File: src/rtl/vram_arbiter_if.sv
// Requester handshake and external VRAM bus shared by vram_arbiter and its users.
// The slave side is the arbiter; the master side is the requesters plus the VRAM pads.
interface vram_arbiter_if #(
    parameter int AW  = 13,
    parameter int DW  = 8,
    parameter int NCH = 3
);
    logic [NCH-1:0]    req;
    logic [NCH-1:0]    we;
    logic [NCH*AW-1:0] addr;
    logic [NCH*DW-1:0] wdata;
    logic              lock;
    logic [NCH-1:0]    ack;
    logic [NCH-1:0]    rvalid;
    logic [DW-1:0]     rdata;
    logic [AW-1:0]     vram_na;
    logic              vram_nmcs;
    logic              vram_nmoe;
    logic              vram_nmwr;
    logic [DW-1:0]     vram_md_out;
    logic              vram_md_oe;
    logic [DW-1:0]     vram_md_in;

    modport master (
        output req, we, addr, wdata, lock, vram_md_in,
        input  ack, rvalid, rdata, vram_na, vram_nmcs, vram_nmoe, vram_nmwr,
               vram_md_out, vram_md_oe
    );

    modport slave (
        input  req, we, addr, wdata, lock, vram_md_in,
        output ack, rvalid, rdata, vram_na, vram_nmcs, vram_nmoe, vram_nmwr,
               vram_md_out, vram_md_oe
    );
endinterface

File: src/rtl/vram_arbiter.sv
// Fixed-priority VRAM arbiter and SRAM-style bus sequencer with PPU-mode-3 blocking.
// Channel 0 has the highest priority; locked channels read all-ones and drop writes.
module vram_arbiter #(
    parameter int             AW        = 13,
    parameter int             DW        = 8,
    parameter int             NCH       = 3,
    parameter int             STROBE    = 1,
    parameter logic [NCH-1:0] LOCK_MASK = NCH'(3'b110)
) (
    input  logic          clk,
    input  logic          reset,
    vram_arbiter_if.slave bus
);
    localparam int CW   = (NCH > 1) ? $clog2(NCH) : 1;
    localparam int CNTW = (STROBE > 1) ? $clog2(STROBE) : 1;

    typedef enum logic [2:0] {
        S_IDLE,
        S_SETUP,
        S_ACTIVE,
        S_HOLD,
        S_BLOCK
    } state_t;

    state_t          state_q, state_d;
    logic [CW-1:0]   ch_q;
    logic            we_q;
    logic [AW-1:0]   addr_q;
    logic [DW-1:0]   wdata_q;
    logic [CNTW-1:0] cnt_q;
    logic [DW-1:0]   rdata_q;

    logic            win_valid;
    logic [CW-1:0]   win_ch;
    logic            win_blocked;
    logic            arbitrate;

    logic [NCH-1:0]  ack;
    logic [NCH-1:0]  rvalid;
    logic [AW-1:0]   na;
    logic            nmcs;
    logic            nmoe;
    logic            nmwr;
    logic            md_oe;

    // Lowest-index requester wins; scanning downwards leaves it as the final assignment.
    always_comb begin
        win_valid = 1'b0;
        win_ch    = '0;
        for (int i = NCH - 1; i >= 0; i--) begin
            if (bus.req[i]) begin
                win_valid = 1'b1;
                win_ch    = CW'(i);
            end
        end
    end

    assign win_blocked = bus.lock && LOCK_MASK[win_ch];

    always_comb begin
        state_d   = state_q;
        arbitrate = 1'b0;
        unique case (state_q)
            S_IDLE:   arbitrate = 1'b1;
            S_SETUP:  state_d = S_ACTIVE;
            S_ACTIVE: if (cnt_q == '0) state_d = S_HOLD;
            S_HOLD:   arbitrate = 1'b1;
            S_BLOCK:  state_d = S_IDLE;
            default:  state_d = S_IDLE;
        endcase
        if (arbitrate) begin
            if (!win_valid) begin
                state_d = S_IDLE;
            end else if (win_blocked) begin
                state_d = S_BLOCK;
            end else begin
                state_d = S_SETUP;
            end
        end
    end

    // Bus and handshake outputs depend on state only, so reset clears them immediately.
    always_comb begin
        ack    = '0;
        rvalid = '0;
        na     = '1;
        nmcs   = 1'b1;
        nmoe   = 1'b1;
        nmwr   = 1'b1;
        md_oe  = 1'b0;
        unique case (state_q)
            S_SETUP: begin
                ack[ch_q] = 1'b1;
                na        = ~addr_q;
                nmcs      = 1'b0;
            end
            S_ACTIVE: begin
                na   = ~addr_q;
                nmcs = 1'b0;
                if (we_q) begin
                    nmwr  = 1'b0;
                    md_oe = 1'b1;
                end else begin
                    nmoe = 1'b0;
                end
            end
            S_HOLD: begin
                na   = ~addr_q;
                nmcs = 1'b0;
                if (we_q) begin
                    md_oe = 1'b1;
                end else begin
                    rvalid[ch_q] = 1'b1;
                end
            end
            S_BLOCK: begin
                ack[ch_q] = 1'b1;
                if (!we_q) rvalid[ch_q] = 1'b1;
            end
            default: ;
        endcase
    end

    assign bus.ack         = ack;
    assign bus.rvalid      = rvalid;
    assign bus.rdata       = rdata_q;
    assign bus.vram_na     = na;
    assign bus.vram_nmcs   = nmcs;
    assign bus.vram_nmoe   = nmoe;
    assign bus.vram_nmwr   = nmwr;
    assign bus.vram_md_oe  = md_oe;
    assign bus.vram_md_out = md_oe ? wdata_q : '0;

    // A blocked read loads all-ones at arbitration so rdata is ready in the BLOCK cycle.
    always_ff @(posedge clk or posedge reset) begin
        if (reset) begin
            state_q <= S_IDLE;
            ch_q    <= '0;
            we_q    <= 1'b0;
            addr_q  <= '0;
            wdata_q <= '0;
            cnt_q   <= '0;
            rdata_q <= '0;
        end else begin
            state_q <= state_d;
            if (arbitrate && win_valid) begin
                ch_q    <= win_ch;
                we_q    <= bus.we[win_ch];
                addr_q  <= bus.addr[int'(win_ch) * AW +: AW];
                wdata_q <= bus.wdata[int'(win_ch) * DW +: DW];
                if (win_blocked && !bus.we[win_ch]) rdata_q <= '1;
            end
            if (state_q == S_SETUP) begin
                cnt_q <= CNTW'(STROBE - 1);
            end else if (state_q == S_ACTIVE && cnt_q != '0) begin
                cnt_q <= cnt_q - 1'b1;
            end
            if (state_q == S_ACTIVE && cnt_q == '0 && !we_q) rdata_q <= bus.vram_md_in;
        end
    end
endmodule

File: src/flat_wrapper.sv
// flat-port wrapper written by rule: the top's interface ports become plain ports
module vram_arbiter_flat 
#(
    parameter int             AW        = 13,
    parameter int             DW        = 8,
    parameter int             NCH       = 3,
    parameter int             STROBE    = 1,
    parameter logic [NCH-1:0] LOCK_MASK = NCH'(3'b110)
)
  (clk, reset, bus_req, bus_we, bus_addr, bus_wdata, bus_lock, bus_vram_md_in, bus_ack, bus_rvalid, bus_rdata, bus_vram_na, bus_vram_nmcs, bus_vram_nmoe, bus_vram_nmwr, bus_vram_md_out, bus_vram_md_oe);
  vram_arbiter_if #(.AW(AW), .DW(DW), .NCH(NCH)) bus_i ();
  input  logic clk;
  input  logic reset;
  input wire logic [$bits(bus_i.req)-1:0] bus_req;
  input wire logic [$bits(bus_i.we)-1:0] bus_we;
  input wire logic [$bits(bus_i.addr)-1:0] bus_addr;
  input wire logic [$bits(bus_i.wdata)-1:0] bus_wdata;
  input wire logic [$bits(bus_i.lock)-1:0] bus_lock;
  input wire logic [$bits(bus_i.vram_md_in)-1:0] bus_vram_md_in;
  output wire logic [$bits(bus_i.ack)-1:0] bus_ack;
  output wire logic [$bits(bus_i.rvalid)-1:0] bus_rvalid;
  output wire logic [$bits(bus_i.rdata)-1:0] bus_rdata;
  output wire logic [$bits(bus_i.vram_na)-1:0] bus_vram_na;
  output wire logic [$bits(bus_i.vram_nmcs)-1:0] bus_vram_nmcs;
  output wire logic [$bits(bus_i.vram_nmoe)-1:0] bus_vram_nmoe;
  output wire logic [$bits(bus_i.vram_nmwr)-1:0] bus_vram_nmwr;
  output wire logic [$bits(bus_i.vram_md_out)-1:0] bus_vram_md_out;
  output wire logic [$bits(bus_i.vram_md_oe)-1:0] bus_vram_md_oe;
  assign bus_i.req = bus_req;
  assign bus_i.we = bus_we;
  assign bus_i.addr = bus_addr;
  assign bus_i.wdata = bus_wdata;
  assign bus_i.lock = bus_lock;
  assign bus_i.vram_md_in = bus_vram_md_in;
  assign bus_ack = bus_i.ack;
  assign bus_rvalid = bus_i.rvalid;
  assign bus_rdata = bus_i.rdata;
  assign bus_vram_na = bus_i.vram_na;
  assign bus_vram_nmcs = bus_i.vram_nmcs;
  assign bus_vram_nmoe = bus_i.vram_nmoe;
  assign bus_vram_nmwr = bus_i.vram_nmwr;
  assign bus_vram_md_out = bus_i.vram_md_out;
  assign bus_vram_md_oe = bus_i.vram_md_oe;
  vram_arbiter #(.AW(AW), .DW(DW), .NCH(NCH), .STROBE(STROBE), .LOCK_MASK(LOCK_MASK)) u_core (.clk(clk), .reset(reset), .bus(bus_i));
endmodule
File: config.mk
export PLATFORM = sky130hd
export DESIGN_NAME = vram_arbiter_flat
export DESIGN_NICKNAME = d
export VERILOG_FILES = /design/src/rtl/vram_arbiter_if.sv /design/src/rtl/vram_arbiter.sv /design/src/flat_wrapper.sv
export SDC_FILE = /design/constraint.sdc
export NUM_CORES = 1
export LEC_CHECK = 0
export ABC_AREA = 1
export ABC_CLOCK_PERIOD_IN_PS = 1450
export CAP_MARGIN = 20
export CORE_MARGIN = 2
export CORE_UTILIZATION = 40
export DETAILED_ROUTE_END_ITERATION = 8
export PLACE_DENSITY = 0.8
export SLEW_MARGIN = 20
export SYNTH_ARGS = -nofsm -noshare
export SYNTH_HDL_FRONTEND = slang
export SYNTH_SLANG_ARGS = --single-unit
File: constraint.sdc
create_clock -name clk -period 1.45 [get_ports clk]
set_input_delay 0.2175 -clock clk [delete_from_list [all_inputs] [get_ports clk]]
set_output_delay 0.2175 -clock clk [all_outputs]
set_load 0.01 [all_outputs]
==> results.py <==
metrics = {
    "pwr": {
        "p_int_mw": 5.14,
        "clockPowerShare": 0.087,
        "sequentialPowerShare": 0.217,
        "swShare": 0.412,
        "p_switching_mw": 3.60,
        "ir_worst_vdd_v": 0.000974,
        "comb_power_share": 0.696,
        "powerDensity_nw_per_um2": 2030,
        "power.leakage_nw": 2.13,
    },
    "global_routing": {
        "overflow": 0,
        "grt_pass1_wl_mm": 11.4,
        "grtUsageTotal": 0.232,
        "grt_max_degree": 43,
        "antenna_found_initial": 0,
        "grt_pass1_vias": 2524,
    },
    "run_status": {
        "outcome": "finished with violations",
        "violations": "setup timing",
    },
    "worst_setup_path": {
        "crit_required_ns": 1.23,
        "rrSetupSlack_ns": -0.22,
        "arrival_ns": 1.47,
        "regToRegEndpoint": "u_core.bus.rdata[2]$_DFFE_PP0P_",
        "path_max_fanout": 4,
        "start_kind": "flop",
        "critPathLaunch": "u_core.state_q[2]$_DFFE_PP0P_",
        "r2r_cells": 10,
        "critPathKind": "reg2out",
        "cp-end-kind": "output port",
        "r2r-start": "u_core.state_q[2]$_DFFE_PP0P_",
    },
    "synthesis": {
        "ys_seq_area_frac": 0.404,
        "syn_area_sq_um": 2230,
        "yosysWarnings": 0,
        "netlist_instances": 316,
        "yosysTopAreaCell": "dfrtp_1",
        "synth_cell_types": 24,
        "synth.ff_latch_count": 36,
        "syn_nets": 396,
        "synthTopCellsByArea": "dfrtp_1 (40%), nand2_1 (19%), inv_1 (7.1%)",
        "synth_top_area_frac": 0.404,
        "postSynthAreaPerCell_sq_um": 7.06,
    },
    "place": {
        "place_congestion": 0.869,
        "dp_cells": 516,
        "hpwl_mm": 4.80,
        "port-buffer-count": 118,
        "dp_slack_ns": -0.533,
    },
    "finish": {
        "nets": 552,
        "antenna_cells": 0,
        "drive_gt1_frac": 0.307,
        "fin_util": 0.793,
        "area_growth_pct": 93.5,
        "fin_cells": 544,
    },
    "sta": {
        "skew_ns": 0.0107,
        "setup_viol": 64,
        "rsz0062_at_grt": "yes",
        "hold-worst-slack_ns": 0.277,
        "period_share": 1.16,
        "slew_violations": 0,
        "fmax_ghz": 0.593,
        "final.setup.worst_slack_ns": -0.236,
        "fin_tns_setup_ns": -10.95,
        "tightest_slew_ns": 0.397,
        "min_period_ns": 1.69,
        "slew_headroom": 0.735,
        "hold_viol_final": 0,
    },
    "cts": {
        "clk_latency_ns": 0.28,
        "cts_tree": "done",
        "cts.sinks": 36,
        "cts_root_buf": "clkbuf_8",
        "clk_path_buf_depth": 2,
        "htree_levels": 2,
        "postCtsHoldBufs": 0,
        "clk_pin_slew_ns": 0.08,
        "cts_made_buffers": 5,
    },
    "die": {
        "design.core.area_sq_um": 5440,
        "rows": 27,
        "start_util": 0.410,
        "ios": 119,
        "die-area_sq_um": 6190,
        "die_w_um": 78.7,
        "die_h_um": 78.7,
    },
    "routing": {
        "firstDrtPassIters": 4,
        "wl_mm": 8.03,
        "drt_iter0_markers": 87,
        "vias": 2631,
        "dr_wl_met3_um": 364,
        "vias_per_cell": 4.84,
        "routed-wl-met2_mm": 4.43,
        "post-route-drc-count": 0,
        "dr.max_layer_used": "met4",
        "drt-met1-wl_mm": 3.09,
        "wl_per_cell_um": 14.8,
        "antenna_left": 0,
    },
    "min_path": {
        "hold_class": "in2async",
    },
    "run": {
        "drv_cap": 0,
    },
}
==> power groups by stage <==
stage	combinational (mW)	sequential [mW]	clock [mW]
2_1_floorplan	2.08	1.80	0
3_3_place_gp	3.94	1.78	0
3_5_place_dp	4.05	1.77	0
4_1_cts	4.29	1.77	0.763
5_1_grt	6.53	1.95	0.812
6_report	6.09	1.90	0.759
==> area by class of cell <==
type	instances	area (sq um)
Clock buffer	7	96.3
Fill cell	379	1120
Inverter	45	189
Multi-Input combinational cell	223	1370
Sequential cell	36	901
Tap cell	72	90.1
Timing Repair Buffer	161	1670
==> kinds of logic (layout without fill, tap and decap cells) <==
logic type,Yosys count,count (layout),share of synthesized area
AO/OA/AOI/OAI,57,57,0.156
flip-flops,36,36,0.404
AND/OR/NAND/NOR,164,166,0.324
buffers and inverters,59,213,0.116
==> how the worst max path moves through the flow <==
stage | end | slack, ns
3_3_place_gp | bus_vram_na[0] | -0.47
4_1_cts | u_core.bus.rdata[2]$_DFFE_PP0P_ | -0.22
5_1_grt | bus_rvalid[2] | -0.31
2_1_floorplan | u_core.bus.rdata[7]$_DFFE_PP0P_ | 0.12
3_5_place_dp | bus_vram_na[8] | -0.53
6_report | bus_rvalid[2] | -0.24
==> cell usage in the layout, fill, tap and decap left out, drive strengths merged, types with 8 or more instances in the layout <==
cell / count
buf: 70
clkbuf: 11
clkdlybuf4s50: 87
dfrtp: 36
inv: 45
nand2: 118
nand3: 15
nor2: 24
o211ai: 21
o21ai: 33
or2: 8
==> metal layers <==
layer,vias up,global-route usage
li1,1310,-
met1,1221,0.254
met2,86,0.435
met3,14,0.0448
met4,0,0.0895
met5,-,0
==> registers in the layout, summed over array words and instances (netlist names) <==
signal / count
u_core.cnt_q: 1
u_core.wdata_q: 8
u_core.bus.rdata: 8
u_core.addr_q: 13
u_core.ch_q: 2
u_core.we_q: 1
u_core.state_q: 3
==> synth_stat cells <==
| library cell | instances |
|---|---|
| nor2_2 | 1 |
| inv_1 | 42 |
| buf_2 | 6 |
| inv_2 | 3 |
| o21ai_0 | 26 |
| nor2_1 | 21 |
| a22oi_1 | 1 |
| nand3_1 | 11 |
| a22o_1 | 1 |
| nor2_4 | 1 |
| nand3_4 | 2 |
| nand3b_1 | 1 |
| nor2_8 | 1 |
| a21oi_2 | 1 |
| clkbuf_1 | 4 |
| or2_2 | 7 |
| nand2_1 | 114 |
| buf_6 | 4 |
| dfrtp_1 | 36 |
| or2_0 | 1 |
| o21ai_1 | 7 |
| nand2_4 | 1 |
| o211ai_1 | 21 |
| nand2_2 | 3 |
==> repair_timing <==
action,4_1_cts,5_1_grt
setup buffers,6,10
resized for setup,157,83
pin swaps,17,23
endpoints found under the hold margin,0,0
setup endpoints to repair,62,64
cloned,2,5
==> stage by stage <==
stage               cell area (sq um)  total power [mW]
floorplan                        2230              3.88
global placement                 3650              5.72
detailed placement               3650              5.82
CTS                              3820              6.82
global route                     4310              9.29
finish                           4310              8.75
==> worst max-delay path, stage by stage, from the launching register on <==
cell     delay, ns
dfrtp_1       0.41
buf_6         0.15
inv_6         0.04
buf_6         0.12
o21ai_4       0.15
nand2_2       0.09
nor2_1        0.09
buf_2         0.13
Power figures use the tool's default switching activity.
